[src/rtl/psmac_seq.sv]
// psmac_seq: job sequencer and saturating accumulator for the precision-scalable MAC datapath.
//
// Ports:
//   clk, rst                 clock, asynchronous active-high reset
//   cfg_valid/cfg_ready      job descriptor handshake (cfg_prec, cfg_sx, cfg_sy, cfg_len)
//   in_valid/in_ready        operand beat handshake (in_ip, in_wt)
//   mac_ip, mac_wt           registered operands to the datapath
//   mac_sx, mac_sy           per-slice sign selects to the datapath
//   mac_mode1, mac_mode2     datapath precision mode
//   mac_y                    datapath registered result, returned two cycles after a beat
//   out_valid/out_ready      result handshake (out_acc, out_sat)
module psmac_seq #(
   parameter int unsigned ACC_W = 32,
   parameter int unsigned LEN_W = 8
) (
   input  logic             clk,
   input  logic             rst,
   input  logic             cfg_valid,
   output logic             cfg_ready,
   input  logic [1:0]       cfg_prec,
   input  logic             cfg_sx,
   input  logic             cfg_sy,
   input  logic [LEN_W-1:0] cfg_len,
   input  logic             in_valid,
   output logic             in_ready,
   input  logic [31:0]      in_ip,
   input  logic [31:0]      in_wt,
   output logic [31:0]      mac_ip,
   output logic [31:0]      mac_wt,
   output logic [15:0]      mac_sx,
   output logic [15:0]      mac_sy,
   output logic             mac_mode1,
   output logic             mac_mode2,
   input  logic [15:0]      mac_y,
   output logic             out_valid,
   input  logic             out_ready,
   output logic [ACC_W-1:0] out_acc,
   output logic             out_sat
);

   typedef enum logic [1:0] {StIdle, StRun, StDrain, StDone} state_e;

   state_e           state_q, state_d;
   logic [LEN_W-1:0] rem_q, rem_d;
   logic [31:0]      ip_q, wt_q;
   logic [15:0]      sx_q, sy_q;
   logic             mode1_q, mode2_q;
   logic             ext_q;
   logic             v1_q, v2_q;
   logic [ACC_W-1:0] acc_q, acc_d;
   logic             sat_q, sat_d;

   logic             cfg_hs;
   logic             beat_hs;
   logic [15:0]      mask;
   logic [ACC_W-1:0] y_ext;
   logic [ACC_W:0]   sum;

   assign cfg_hs  = cfg_valid & cfg_ready;
   assign beat_hs = in_valid & in_ready;

   // Slice sign-select pattern: every slice's MSB position carries the sign.
   always_comb begin
      mask = 16'h8888;
      unique case (cfg_prec)
         2'd0:    mask = 16'hFFFF;
         2'd1:    mask = 16'hAAAA;
         default: mask = 16'h8888;
      endcase
   end

   // FSM next state and handshake outputs.
   always_comb begin
      state_d   = state_q;
      rem_d     = rem_q;
      cfg_ready = 1'b0;
      in_ready  = 1'b0;
      out_valid = 1'b0;
      unique case (state_q)
         StIdle: begin
            cfg_ready = 1'b1;
            if (cfg_valid) begin
               rem_d   = cfg_len;
               state_d = (cfg_len == '0) ? StDrain : StRun;
            end
         end
         StRun: begin
            in_ready = (rem_q != '0);
            if (in_valid && (rem_q != '0)) begin
               rem_d = rem_q - LEN_W'(1);
               if (rem_q == LEN_W'(1)) state_d = StDrain;
            end
         end
         StDrain: begin
            // No new beats enter here; once slot 1 is empty the last y is being added this cycle.
            if (!v1_q) state_d = StDone;
         end
         StDone: begin
            out_valid = 1'b1;
            if (out_ready) state_d = StIdle;
         end
         default: state_d = StIdle;
      endcase
   end

   // Extension and saturating accumulation.
   assign y_ext = ext_q ? {{(ACC_W-16){mac_y[15]}}, mac_y} : {{(ACC_W-16){1'b0}}, mac_y};
   assign sum   = {acc_q[ACC_W-1], acc_q} + {y_ext[ACC_W-1], y_ext};

   always_comb begin
      acc_d = acc_q;
      sat_d = sat_q;
      if (cfg_hs) begin
         acc_d = '0;
         sat_d = 1'b0;
      end else if (v2_q) begin
         if (sum[ACC_W] != sum[ACC_W-1]) begin
            // Overflow: the extra sign bit tells which limit to clamp to.
            sat_d = 1'b1;
            acc_d = sum[ACC_W] ? {1'b1, {(ACC_W-1){1'b0}}} : {1'b0, {(ACC_W-1){1'b1}}};
         end else begin
            acc_d = sum[ACC_W-1:0];
         end
      end
   end

   always_ff @(posedge clk or posedge rst) begin
      if (rst) begin
         state_q <= StIdle;
         rem_q   <= '0;
         ip_q    <= '0;
         wt_q    <= '0;
         sx_q    <= '0;
         sy_q    <= '0;
         mode1_q <= 1'b0;
         mode2_q <= 1'b0;
         ext_q   <= 1'b0;
         v1_q    <= 1'b0;
         v2_q    <= 1'b0;
         acc_q   <= '0;
         sat_q   <= 1'b0;
      end else begin
         state_q <= state_d;
         rem_q   <= rem_d;
         acc_q   <= acc_d;
         sat_q   <= sat_d;
         v1_q    <= beat_hs;
         v2_q    <= v1_q;
         if (beat_hs) begin
            ip_q <= in_ip;
            wt_q <= in_wt;
         end
         if (cfg_hs) begin
            mode1_q <= (cfg_prec != 2'd0);
            mode2_q <= cfg_prec[1];
            sx_q    <= cfg_sx ? mask : 16'h0000;
            sy_q    <= cfg_sy ? mask : 16'h0000;
            ext_q   <= cfg_sx | cfg_sy;
         end
      end
   end

   assign mac_ip    = ip_q;
   assign mac_wt    = wt_q;
   assign mac_sx    = sx_q;
   assign mac_sy    = sy_q;
   assign mac_mode1 = mode1_q;
   assign mac_mode2 = mode2_q;
   assign out_acc   = acc_q;
   assign out_sat   = sat_q;

endmodule

[config.mk]
export PLATFORM = sky130hd
export DESIGN_NAME = psmac_seq
export DESIGN_NICKNAME = d
export VERILOG_FILES = /design/src/rtl/psmac_seq.sv
export SDC_FILE = /design/constraint.sdc
export NUM_CORES = 1
export LEC_CHECK = 0
export ABC_CLOCK_PERIOD_IN_PS = 10700
export CORE_MARGIN = 5
export CORE_UTILIZATION = 50
export DETAILED_ROUTE_END_ITERATION = 6
export PLACE_DENSITY_LB_ADDON = 0.3
export SLEW_MARGIN = 20
export SYNTH_ARGS = -nofsm -noshare
export SYNTH_HDL_FRONTEND = slang
export SYNTH_SLANG_ARGS = --single-unit
[constraint.sdc]
create_clock -name clk -period 10.7 [get_ports clk]
set_input_delay 2.675 -clock clk [delete_from_list [all_inputs] [get_ports clk]]
set_output_delay 2.675 -clock clk [all_outputs]
set_load 0.02 [all_outputs]
==> results.json <==
{
  "status": "complete, no violations",
  "num_rows": 43,
  "max-cap-violations": 0,
  "cts_buffers": 17,
  "placed_area_sq_um": 9180,
  "n_fill_cell": 1040,
  "setup_tns_ps": 0,
  "critPathArrivalTime_ps": 6860,
  "groute.usage.overall_pct": 26.0,
  "min_path_cells": 0,
  "path_class": "in2reg",
  "period_needed_ps": 6510,
  "netlist_instances": 712,
  "clockBufferDepth": 2,
  "max_freq_mhz": 154,
  "min_to": "v2_q",
  "synth.distinct_cells": 75,
  "synth_top_cells_by_count": "dfrtp_1, nand2_1, mux2_2",
  "synthTopCellsByArea": "dfrtp_1, mux2_2, nand2_1, ha_1, a21oi_1",
  "power.leakage_nw": 4.09,
  "setup_viol_count_final": 0,
  "r2r_start": "ext_q",
  "antenna_found_initial": 0,
  "wirelength_microns": 21500,
  "synth-main-ff-cell": "dfrtp_1",
  "dpl.cell_count": 1058,
  "start_kind": "input port",
  "h-tree-depth": 4,
  "yosys-mux-area-fraction_pct": 12.3,
  "nNetsFinal": 1020,
  "cts.reportedPaths.clkPinSlew_ps": 50,
  "clk_latency_ps": 410,
  "synth_top_cell_by_area": "dfrtp_1",
  "ys_async_sr_fraction_pct": 100,
  "pre_cts_slack_ps": 3840,
  "syn_area_per_cell_sq_um": 9.82,
  "ys_warn_count": 0,
  "yosys.area_share.simple_pct": 15.6,
  "slew_violations": 0,
  "finalNonFillerCells": 1088,
  "r2r_setup_slack_ps": 6530,
  "ys_ff_latch": 118,
  "synth_top_family_by_area": "compound AO/OA/AOI/OAI gates",
  "timing.hold.ws_ps": 400,
  "cts_tree": "done",
  "finish.utilization_pct": 70.7,
  "drt_iter0_drc": 408,
  "fin_worst_skew_ps": 4.41,
  "firstDrtPassIters": 5,
  "postCtsResizedCells": 0,
  "hold_buffers": 0,
  "place_congestion": 0.899,
  "syn_to_final_growth_pct": 39.3,
  "worst_pin_slew_ps": 872,
  "critPathMaxFanout": 27,
  "avgViaCountPerCell": 5.70,
  "powerDensity_nw_per_um2": 328,
  "core_sq_um": 13800,
  "synth_edf_count": 0,
  "regArea_sq_um": 2950,
  "dp_hpwl_microns": 16100,
  "total_power_mw": 3.20,
  "cts_root_buffer": "clkbuf_16",
  "synth_fa_ha_area_share_pct": 4.76,
  "required_ps": 11040,
  "hold_start": "v1_q",
  "overflow": 0,
  "wl_per_cell_microns": 19.8,
  "synth_compound_gate_area_share_pct": 16.0,
  "drcViolationCount": 0,
  "worstHoldPathType": "reg2reg",
  "finish.instance_area_sq_um": 9730,
  "die_y_microns": 128,
  "grt_max_degree": 68,
  "design.die.area_sq_um": 16400,
  "end_kind": "flop",
  "netlist_area_sq_um": 6990,
  "start_util_pct": 50.7,
  "first_global_vias": 6400,
  "diodes": 0,
  "hold_viol": 0,
  "drive_above_1_share_pct": 13.5,
  "rsz0062_at_grt": "false",
  "vias": 6207,
  "setup_ws_ps": 4190,
  "clock_sink_count": 118,
  "vdd_drop_max_uv": 205,
  "rr_endpoint": "out_acc[15]",
  "syn_nets": 835,
  "worstRegToRegCells": 11,
  "synth_most_common_cell": "dfrtp_1",
  "synth.top_cell.area_share_pct": 42.2,
  "relSlewSlack_pct": 41.6,
  "synthXorXnorAreaFrac_pct": 2.74,
  "final_antenna_net_count": 0,
  "multi_input_area_sq_um": 3610,
  "ios": 231,
  "port_buffers": 230,
  "die_w_microns": 128,
  "grt_pass1_wl_microns": 33700,
  "yosysSeqAreaShare_pct": 42.2,
  "period_share_pct": 60.9,
  "post_cts_buffers": 0
}
## worst max path at each step
stage | start | endpoint | slack (ps) | depth (start not counted)
detailed placement | mac_y[15] | out_acc[15] | 3840 | 12
finish | mac_y[15] | out_acc[15] | 4190 | 12
global route | mac_y[15] | out_acc[14] | 3870 | 12
CTS | mac_y[15] | out_acc[15] | 4200 | 12
global placement | mac_y[15] | out_acc[15] | 3920 | 12
floorplan | rst | ext_q | 4900 | 1
## layout by cell type (no fill, tap or decap), drive strengths merged, types with 3 or more instances in the layout
master	instances
nor3b	4
ha	25
nor4	5
nor2b	16
o31ai	3
o21bai	3
clkdlybuf4s50	230
xnor2	14
or4	3
a21o	7
a211oi	3
dfrtp	118
a21oi	49
mux2i	6
buf	3
clkbuf	21
clkinv	6
and2	5
nand3	23
a31oi	8
o21ai	43
inv	16
a211o	3
o22ai	11
o211ai	5
nand2b	5
xor2	7
nand2	86
a22o	3
o21a	3
nand4	5
nor2	34
a31o	6
a221o	6
nor3	14
mux2	71
and3	6
## where the power goes
part           switching [mW]  internal [mW]  total [mW]
combinational           0.949          0.820        1.77
clock                   0.200          0.345       0.544
sequential              0.223          0.660       0.884
## metal layers
layer	part of all wire (%)	vias up	track usage (%)
met5	0	-	0
met3	9.3	44	10.3
met1	38	2998	29.5
met2	50	264	44.0
li1	-	2901	-
met4	2.7	0	9.68
## critical path: stages
cell	delay (ps)
clkdlybuf4s50_1	470
nand2_1	610
inv_2	400
ha_1	500
nand2_1	80
a221oi_1	280
nor3_1	80
a221o_1	290
a211o_4	380
xnor2_2	720
o21ai_0	230
nand2_1	110
## logic make-up after synthesis
family	Yosys count
and+or+nand+nor	217
AOI/OAI and AO/OA	170
DFF	118
buffers and inverters	83
muxes	77
adders and majority gates	26
xor gates and xnor gates	21
## flip-flops by register name, indices dropped and copies added (netlist names)
signal	flops
mac_ip	32
mac_wt	32
out_acc	32
rem_q	8
mac_sx	3
mac_sy	3
state_q	2
ext_q	1
mac_mode1	1
mac_mode2	1
out_sat	1
v1_q	1
v2_q	1
## layout make-up
class / count / area share [%]
multi-input cells: 511 / 37.1
flip-flops and latches: 118 / 30.3
repair buffers: 233 / 23.9
clock buffers: 21 / 4.63
well taps: 180 / 2.31
clock inverters: 9 / 1.08
inverters: 16 / 0.643
No activity file was read; power rests on OpenSTA's default activity.
